File: config.mk
export PLATFORM = sky130hd
export DESIGN_NAME = axi4_burst_initiator
export DESIGN_NICKNAME = d
export VERILOG_FILES = /design/src/rtl/axi4_burst_initiator.sv
export SDC_FILE = /design/constraint.sdc
export NUM_CORES = 1
export LEC_CHECK = 0
export BUFFER_PORTS_ARGS = -buffer_cell sky130_fd_sc_hd__buf_2
export CORE_AREA = 5 5 188 190
export CTS_CLUSTER_DIAMETER = 50
export DETAILED_ROUTE_END_ITERATION = 16
export DIE_AREA = 0 0 193 195
export MAX_ROUTING_LAYER = met4
export PLACE_DENSITY = 0.53
export SYNTH_ARGS = -nofsm -noshare
export SYNTH_HDL_FRONTEND = slang
export SYNTH_SLANG_ARGS = --single-unit
File: constraint.sdc
create_clock -name clock -period 1.9 [get_ports clock]
set_input_delay 0.38 -clock clock [delete_from_list [all_inputs] [get_ports clock]]
set_output_delay 0.38 -clock clock [all_outputs]
set_load 0.02 [all_outputs]
File: src/rtl/axi4_burst_initiator.sv
// AXI4 master that turns one command into one INCR read or write burst.
// Only one transaction is in flight; R/W beats stream through combinationally.
module axi4_burst_initiator #(
    parameter int unsigned ADDR_BITS = 32,
    parameter int unsigned DATA_BITS = 64,
    parameter int unsigned ID_BITS   = 4,
    parameter int unsigned STRB_BITS = DATA_BITS / 8
) (
    input  logic                 clock,
    input  logic                 reset_n,

    input  logic                 io_cmd_valid,
    output logic                 io_cmd_ready,
    input  logic                 io_cmd_bits_write,
    input  logic [ADDR_BITS-1:0] io_cmd_bits_addr,
    input  logic [7:0]           io_cmd_bits_len,
    input  logic [ID_BITS-1:0]   io_cmd_bits_id,

    input  logic                 io_wdata_valid,
    output logic                 io_wdata_ready,
    input  logic [DATA_BITS-1:0] io_wdata_bits_data,
    input  logic [STRB_BITS-1:0] io_wdata_bits_strb,

    output logic                 io_rdata_valid,
    input  logic                 io_rdata_ready,
    output logic [DATA_BITS-1:0] io_rdata_bits_data,
    output logic [1:0]           io_rdata_bits_resp,
    output logic                 io_rdata_bits_last,

    output logic                 io_wresp_valid,
    input  logic                 io_wresp_ready,
    output logic [1:0]           io_wresp_bits_resp,

    output logic                 io_busy,
    output logic                 io_err_proto,

    output logic                 io_mem_ar_valid,
    input  logic                 io_mem_ar_ready,
    output logic [ID_BITS-1:0]   io_mem_ar_bits_id,
    output logic [ADDR_BITS-1:0] io_mem_ar_bits_addr,
    output logic [7:0]           io_mem_ar_bits_len,
    output logic [2:0]           io_mem_ar_bits_size,
    output logic [1:0]           io_mem_ar_bits_burst,
    output logic                 io_mem_ar_bits_lock,
    output logic [3:0]           io_mem_ar_bits_cache,
    output logic [2:0]           io_mem_ar_bits_prot,
    output logic [3:0]           io_mem_ar_bits_qos,
    output logic [3:0]           io_mem_ar_bits_region,
    output logic                 io_mem_ar_bits_user,

    output logic                 io_mem_aw_valid,
    input  logic                 io_mem_aw_ready,
    output logic [ID_BITS-1:0]   io_mem_aw_bits_id,
    output logic [ADDR_BITS-1:0] io_mem_aw_bits_addr,
    output logic [7:0]           io_mem_aw_bits_len,
    output logic [2:0]           io_mem_aw_bits_size,
    output logic [1:0]           io_mem_aw_bits_burst,
    output logic                 io_mem_aw_bits_lock,
    output logic [3:0]           io_mem_aw_bits_cache,
    output logic [2:0]           io_mem_aw_bits_prot,
    output logic [3:0]           io_mem_aw_bits_qos,
    output logic [3:0]           io_mem_aw_bits_region,
    output logic                 io_mem_aw_bits_user,

    output logic                 io_mem_w_valid,
    input  logic                 io_mem_w_ready,
    output logic [DATA_BITS-1:0] io_mem_w_bits_data,
    output logic [STRB_BITS-1:0] io_mem_w_bits_strb,
    output logic                 io_mem_w_bits_last,
    output logic                 io_mem_w_bits_user,

    input  logic                 io_mem_r_valid,
    output logic                 io_mem_r_ready,
    input  logic [ID_BITS-1:0]   io_mem_r_bits_id,
    input  logic [DATA_BITS-1:0] io_mem_r_bits_data,
    input  logic [1:0]           io_mem_r_bits_resp,
    input  logic                 io_mem_r_bits_last,

    input  logic                 io_mem_b_valid,
    output logic                 io_mem_b_ready,
    input  logic [ID_BITS-1:0]   io_mem_b_bits_id,
    input  logic [1:0]           io_mem_b_bits_resp
);

    localparam logic [2:0] StIdle   = 3'd0;
    localparam logic [2:0] StRdAddr = 3'd1;
    localparam logic [2:0] StRdData = 3'd2;
    localparam logic [2:0] StWrAddr = 3'd3;
    localparam logic [2:0] StWrData = 3'd4;
    localparam logic [2:0] StWrResp = 3'd5;
    localparam logic [2:0] StWrDone = 3'd6;

    localparam int unsigned SizeLog = $clog2(STRB_BITS);
    localparam logic [2:0]  AxSize  = 3'(SizeLog);

    logic [2:0]           state_q, state_d;
    logic [7:0]           beat_q, beat_d;
    logic [ADDR_BITS-1:0] ar_addr_q, ar_addr_d;
    logic [7:0]           ar_len_q, ar_len_d;
    logic [ID_BITS-1:0]   ar_id_q, ar_id_d;
    logic [ADDR_BITS-1:0] aw_addr_q, aw_addr_d;
    logic [7:0]           aw_len_q, aw_len_d;
    logic [ID_BITS-1:0]   aw_id_q, aw_id_d;
    logic [1:0]           bresp_q, bresp_d;
    logic                 err_q, err_d;

    logic r_fire;
    logic w_fire;
    logic rd_at_len;
    logic wr_at_len;

    assign rd_at_len = (beat_q == ar_len_q);
    assign wr_at_len = (beat_q == aw_len_q);
    assign r_fire    = (state_q == StRdData) && io_mem_r_valid && io_rdata_ready;
    assign w_fire    = (state_q == StWrData) && io_wdata_valid && io_mem_w_ready;

    always_comb begin
        state_d   = state_q;
        beat_d    = beat_q;
        ar_addr_d = ar_addr_q;
        ar_len_d  = ar_len_q;
        ar_id_d   = ar_id_q;
        aw_addr_d = aw_addr_q;
        aw_len_d  = aw_len_q;
        aw_id_d   = aw_id_q;
        bresp_d   = bresp_q;
        err_d     = err_q;
        case (state_q)
            StIdle: begin
                if (io_cmd_valid) begin
                    if (io_cmd_bits_write) begin
                        aw_addr_d = io_cmd_bits_addr;
                        aw_len_d  = io_cmd_bits_len;
                        aw_id_d   = io_cmd_bits_id;
                        state_d   = StWrAddr;
                    end else begin
                        ar_addr_d = io_cmd_bits_addr;
                        ar_len_d  = io_cmd_bits_len;
                        ar_id_d   = io_cmd_bits_id;
                        state_d   = StRdAddr;
                    end
                end
            end
            StRdAddr: begin
                if (io_mem_ar_ready) begin
                    beat_d  = 8'd0;
                    state_d = StRdData;
                end
            end
            StRdData: begin
                if (r_fire) begin
                    beat_d = beat_q + 8'd1;
                    // Early last or missing last are both protocol violations;
                    // only a beat carrying r_last ends the burst.
                    if (io_mem_r_bits_last != rd_at_len) begin
                        err_d = 1'b1;
                    end
                    if (io_mem_r_bits_id != ar_id_q) begin
                        err_d = 1'b1;
                    end
                    if (io_mem_r_bits_last) begin
                        state_d = StIdle;
                    end
                end
            end
            StWrAddr: begin
                if (io_mem_aw_ready) begin
                    beat_d  = 8'd0;
                    state_d = StWrData;
                end
            end
            StWrData: begin
                if (w_fire) begin
                    beat_d = beat_q + 8'd1;
                    if (wr_at_len) begin
                        state_d = StWrResp;
                    end
                end
            end
            StWrResp: begin
                if (io_mem_b_valid) begin
                    bresp_d = io_mem_b_bits_resp;
                    if (io_mem_b_bits_id != aw_id_q) begin
                        err_d = 1'b1;
                    end
                    state_d = StWrDone;
                end
            end
            StWrDone: begin
                if (io_wresp_ready) begin
                    state_d = StIdle;
                end
            end
            default: state_d = StIdle;
        endcase
    end

    always_ff @(posedge clock or negedge reset_n) begin
        if (!reset_n) begin
            state_q   <= StIdle;
            beat_q    <= 8'd0;
            ar_addr_q <= '0;
            ar_len_q  <= 8'd0;
            ar_id_q   <= '0;
            aw_addr_q <= '0;
            aw_len_q  <= 8'd0;
            aw_id_q   <= '0;
            bresp_q   <= 2'b00;
            err_q     <= 1'b0;
        end else begin
            state_q   <= state_d;
            beat_q    <= beat_d;
            ar_addr_q <= ar_addr_d;
            ar_len_q  <= ar_len_d;
            ar_id_q   <= ar_id_d;
            aw_addr_q <= aw_addr_d;
            aw_len_q  <= aw_len_d;
            aw_id_q   <= aw_id_d;
            bresp_q   <= bresp_d;
            err_q     <= err_d;
        end
    end

    assign io_cmd_ready = (state_q == StIdle);
    assign io_busy      = (state_q != StIdle);
    assign io_err_proto = err_q;

    assign io_mem_ar_valid       = (state_q == StRdAddr);
    assign io_mem_ar_bits_id     = ar_id_q;
    assign io_mem_ar_bits_addr   = ar_addr_q;
    assign io_mem_ar_bits_len    = ar_len_q;
    assign io_mem_ar_bits_size   = AxSize;
    assign io_mem_ar_bits_burst  = 2'b01;
    assign io_mem_ar_bits_lock   = 1'b0;
    assign io_mem_ar_bits_cache  = 4'd0;
    assign io_mem_ar_bits_prot   = 3'd0;
    assign io_mem_ar_bits_qos    = 4'd0;
    assign io_mem_ar_bits_region = 4'd0;
    assign io_mem_ar_bits_user   = 1'b0;

    assign io_mem_aw_valid       = (state_q == StWrAddr);
    assign io_mem_aw_bits_id     = aw_id_q;
    assign io_mem_aw_bits_addr   = aw_addr_q;
    assign io_mem_aw_bits_len    = aw_len_q;
    assign io_mem_aw_bits_size   = AxSize;
    assign io_mem_aw_bits_burst  = 2'b01;
    assign io_mem_aw_bits_lock   = 1'b0;
    assign io_mem_aw_bits_cache  = 4'd0;
    assign io_mem_aw_bits_prot   = 3'd0;
    assign io_mem_aw_bits_qos    = 4'd0;
    assign io_mem_aw_bits_region = 4'd0;
    assign io_mem_aw_bits_user   = 1'b0;

    assign io_mem_w_valid     = (state_q == StWrData) && io_wdata_valid;
    assign io_wdata_ready     = (state_q == StWrData) && io_mem_w_ready;
    assign io_mem_w_bits_data = io_wdata_bits_data;
    assign io_mem_w_bits_strb = io_wdata_bits_strb;
    assign io_mem_w_bits_last = wr_at_len;
    assign io_mem_w_bits_user = 1'b0;

    assign io_mem_r_ready     = (state_q == StRdData) && io_rdata_ready;
    assign io_rdata_valid     = (state_q == StRdData) && io_mem_r_valid;
    assign io_rdata_bits_data = io_mem_r_bits_data;
    assign io_rdata_bits_resp = io_mem_r_bits_resp;
    assign io_rdata_bits_last = io_mem_r_bits_last;

    assign io_mem_b_ready     = (state_q == StWrResp);
    assign io_wresp_valid     = (state_q == StWrDone);
    assign io_wresp_bits_resp = bresp_q;

endmodule

# After elaboration in Yosys (flattened, before gate mapping)
# Cells that the tools add are included.
# totals
inputBits	205
wordCells	72
ff_bits	102
output_inout_bits	286
# classes
reduce_logical	16
addsub	1
n_mux	22
eq_ne	22
bitwise_logic	1
# ops
operator	n
8-bit 2-to-1 mux	4
8-bit case mux with 4 select lines	1
3-bit 2-to-1 mux	9
3-bit case mux with 7 select lines	1
8-bit == test	2
2-bit != test (second input constant)	6
5-bit AND reduction	2
3-bit == test (second input constant)	3
9-bit AND reduction	1
8-bit by 1-bit adder with 8-bit output (second input constant)	1
2-bit by 1-bit != test with 1-bit output (second input constant)	4
4-bit != test	2
3-bit by 2-bit == test with 1-bit output (second input constant)	2
1-bit logical AND	6
3-bit AND reduction	2
1-bit 2-to-1 mux	5
4-bit nonzero test	1
3-bit by 1-bit == test with 1-bit output (second input constant)	1
3-bit logical NOT	1
3-bit by 1-bit != test with 1-bit output (second input constant)	1
3-bit nonzero test	1
2-bit 2-to-1 mux	1
1-bit case mux with 2 select lines	1
2-bit AND reduction	1
3 further kinds	3

# Depth between registers and ports, before layout
# depth
word_depth	6
depth_mapped	8
mapped_depth_nobuf	7

# Worst setup path after synthesis
# OpenSTA, ideal clock, no wires.
# synth_path
path_kind	reg-to-reg
startpoint	register state_q[0]
endpoint	register ar_id_q[2] (netlist: io_mem_ar_bits_id[2])
period_less_slack_ns	1.850
path_stages_with_launch	7
setup_slack_ns	0.050
arrival_time_ns	1.726
cell_sequence	dfrtp_1 or3_4 clkinv_2 nand2_2 nor2_8 buf_6 mux2_2
# synth_between
elab_chain_len	2
# synth_rtl
item	line	source
start: declaration	96	logic [2:0] state_q, state_d;
start signal: assignment	200	state_q <= StIdle;
start signal: assignment	211	state_q <= state_d;
3-bit logical NOT	n/a	
net io_cmd_ready	13	output logic io_cmd_ready,
3-bit AND reduction (no source line)	n/a	
end signal: assignment	215	ar_id_q <= ar_id_d;
end: declaration	100	logic [ID_BITS-1:0] ar_id_q, ar_id_d;
# The timed path passes the listed nets, and every way through them passes these cells.
# A chain may end at the register's enable or synchronous reset.

# Final worst setup path
# layout_path
startpoint	register state_q[0]
endpoint	output port io_mem_aw_valid
# layout_between
elab_chain_len	1
# layout_rtl
item	line	source
3-bit by 2-bit == test with 1-bit output	241	assign io_mem_aw_valid = (state_q == StWrAddr);
end: declaration	51	output logic io_mem_aw_valid,
# No other way between the ends.

==> run_results.csv <==
group,metric,value,unit
grt,grt_pass1_wl,28.37,mm
worst_setup_path,cp.arrival,1510,ps
timing,rsz0062_at_grt,"yes",
worst_setup_path,worstPathCellList,"buf_12 > nor2b_2 > and2_1 > buf_2",
finish,fill_cells,3625,
finish,fin_nets,787,
timing,finalSetupViolCount,0,
worst_setup_path,path_class,"register to output port",
timing,fin_tns_setup,0,ps
yosys,async_flop_share,100.0,%
grt,grt_pass1_vias,3970,
power,p_leak,3.307,nW
timing,slew_viol_final,0,
yosys,synthCells,522,
detailed_routing,post_drt_wl_per_cell,20.21,um
worst_setup_path,slowest_delay,390,ps
finish,utilization,20.72,%
yosys,synth_area_per_cell,11.67,um^2
worst_setup_path,required,1520,ps
yosys,yosysSeqAreaShare,41.91,%
grt,grt_max_degree,36,
power,ir_drop,0.8299,mV
worst_setup_path,slowest_stage,"dfrtp_1",
clock_network,cts.path.max_buffers,2,
finish,final_layout_size_suffix_gt1_share,54.61,%
worst_setup_path,setup.worst_path.end_class,"output port",
grt,antenna_found_initial,2,
detailed_routing,drtIter0Drc,105,
place,portBuffers,169,
yosys,synth_top_flop_cell,"dfrtp_1",
hold_path,hp-class,"primary input to register",
detailed_routing,firstDrtPassIters,4,
yosys,synth-edff-count,0,
power,pwr_density_cell,1755,nW/um^2
clock_network,cts.sinks,102,
grt,grt_remaining_overflow,0,
worst_setup_path,cp.buffers_inverters,2,
detailed_routing,dr_total_vias,3757,
place,place_ws,23.90,ps
clock_network,clk_latency,360,ps
outcome,status,"completed",
worst_setup_path,startpoint_type,"register",
yosys,yosys_warnings,0,
timing,fin_crit_sh,99.42,%
die,core_area,33280,um^2
yosys,syn-cell-area,6091,um^2
yosys,synth_largest_area_cell,"dfrtp_1",
die,rows,67,
clock_network,htreeDepth,3,
finish,syn_to_final_growth,13.23,%
timing,fmax,529.4,MHz
yosys,synth_cell_types,49,
detailed_routing,routed_wirelength,20.94,mm
timing,finalHoldViolations,0,
detailed_routing,drc,0,
worst_setup_path,critical_path.max_fanout,16,
job,drv_cap,0,
die,die-area,37640,um^2
grt,track_usage,10.91,%
die,io_pins,491,
place,place_hpwl,17.56,mm
place,placed_cell_area,6455,um^2
detailed_routing,viasPerCell,3.626,
die,initial_core_util,18.30,%
die,die_h,195,um
clock_network,root_buffer,"clkbuf_16",
timing,setup_slack,10.99,ps
timing,finClkSkew,6.926,ps
timing,finalCriticalPeriod,1889,ps
yosys,synth_seq_cells,102,
yosys,synth_area_leaders,"dfrtp_1 42%, buf_4 23%, mux2_4 9.9%",
die,die_w,193,um
finish,design_area,6897,um^2
clock_network,cts_tree,"yes",
clock_network,cts_buffers,9,
yosys,synth_top_area_share,41.91,%
place,gp_congestion,0.8214,
detailed_routing,drt.antenna.violating_nets,0,
clock_network,clk_pin_slew,70,ps
worst_setup_path,crit_family,"simple AND/OR/NAND/NOR gates",
## logic make-up (layout without fill, tap and decap cells)
kind of cell	Yosys count	in the layout	share of synthesized area, %
fa+ha+maj	1	1	0.2054
mux	90	90	19.10
compound gates	36	36	3.780
other cells	2	47	0.1233
flops	102	102	41.91
xor+xnor	25	25	3.595
buf+inv	203	224	24.90
simple gates	63	63	6.389
## worst register-to-register path, stage by stage, from the launching register on
cell and delay, ps:
dfrtp_1 410, or3_4 410, clkinv_2 70, nand2_2 80
nor2_8 180, buf_12 190, mux2_2 350
## layout make-up
| cell class | count | area (um^2) | share of cell area, % |
|---|---|---|---|
| diodes | 2 | 5.005 | 0.07257 |
| multi-input cells | 260 | 2241 | 32.49 |
| clock buffers | 10 | 229.0 | 3.320 |
| clock inverters | 6 | 55.05 | 0.7983 |
| flip-flops and latches | 102 | 2554 | 37.03 |
| repair buffers | 203 | 1232 | 17.87 |
| well taps | 448 | 560.5 | 8.128 |
| inverters | 5 | 20.02 | 0.2903 |
## stage by stage
step / std cells / total power, W / hold WS (ps)
after floorplan: 565 / 0.008253 / 84.41
after global placement: 1011 / 0.01015 / 349.2
after detailed placement: 1011 / 0.01020 / 347.8
after CTS: 1031 / 0.01220 / 227.5
after global routing: 1036 / 0.01295 / 238.3
final: 1036 / 0.01210 / 253.4
## where the power goes
group	leakage (nW)	internal [W]	switching [W]
clock network	0.137	0.000913	0.000876
logic	1.94	0.00288	0.00343
registers	1.23	0.00323	0.000775
## per-layer routing
layer	up-vias	part of all wire, %	GRT usage, %
met5	-	0	-
met4	0	4.7	5.691
met3	57	13	4.911
met2	256	53	19.60
met1	1788	29	9.416
li1	1656	-	-
## state kept, by name, summed over array words and instances, names as in the netlist
signal               cells
io_mem_ar_bits_addr     32
io_mem_aw_bits_addr     32
beat_q                   8
io_mem_ar_bits_len       8
io_mem_aw_bits_len       8
io_mem_ar_bits_id        4
io_mem_aw_bits_id        4
state_q                  3
io_wresp_bits_resp       2
io_err_proto             1
## synthesized netlist by cell type, drive strengths merged (3+ instances only)
cell type	instances
inv	4
xor2	5
and3	5
o21ai	11
nand4	8
nor2	8
nor3	3
clkbuf	4
a31oi	8
mux2	90
a21oi	6
nand2	11
nor2b	6
dfrtp	102
buf	194
nand3	5
xnor2	20
and2	6
## final timing paths
kind	from	endpoint	slack (ps)	cells past startpoint
min in group asynchronous	reset_n	io_mem_aw_bits_addr[8]	510	2
max in group asynchronous	reset_n	beat_q[5]	820	3
worst min-delay path	io_mem_b_bits_resp[1]	io_wresp_bits_resp[1]	250	2
worst max-delay path	state_q[0]	io_mem_aw_valid	10	4
worst max register to register	state_q[2]	io_mem_ar_bits_addr[4]	100	6
worst min register to register	io_mem_ar_bits_addr[0]	io_mem_ar_bits_addr[0]	500	1
## cells in the final DEF, fill, tap and decap left out, types with 6 or more instances in the layout
cell type / instances
buf_2: 163
a21oi_1: 6
clkbuf_16: 9
nand4_1: 8
buf_4: 26
a31oi_1: 8
mux2_1: 8
mux2_2: 42
buf_12: 7
conb_1: 45
xnor2_1: 19
mux2_4: 40
nor2_1: 6
o21ai_0: 11
nand2_1: 10
dfrtp_1: 101
## timing repair
item	in CTS	in global routing
setup buffers	3	2
endpoints found under the setup margin	9	13
resized for setup	14	16
hold buffers	1	0
pin swaps	2	2
gates cloned	0	1
endpoints found under the hold margin	23	0
(Power assumes the default switching activity.)
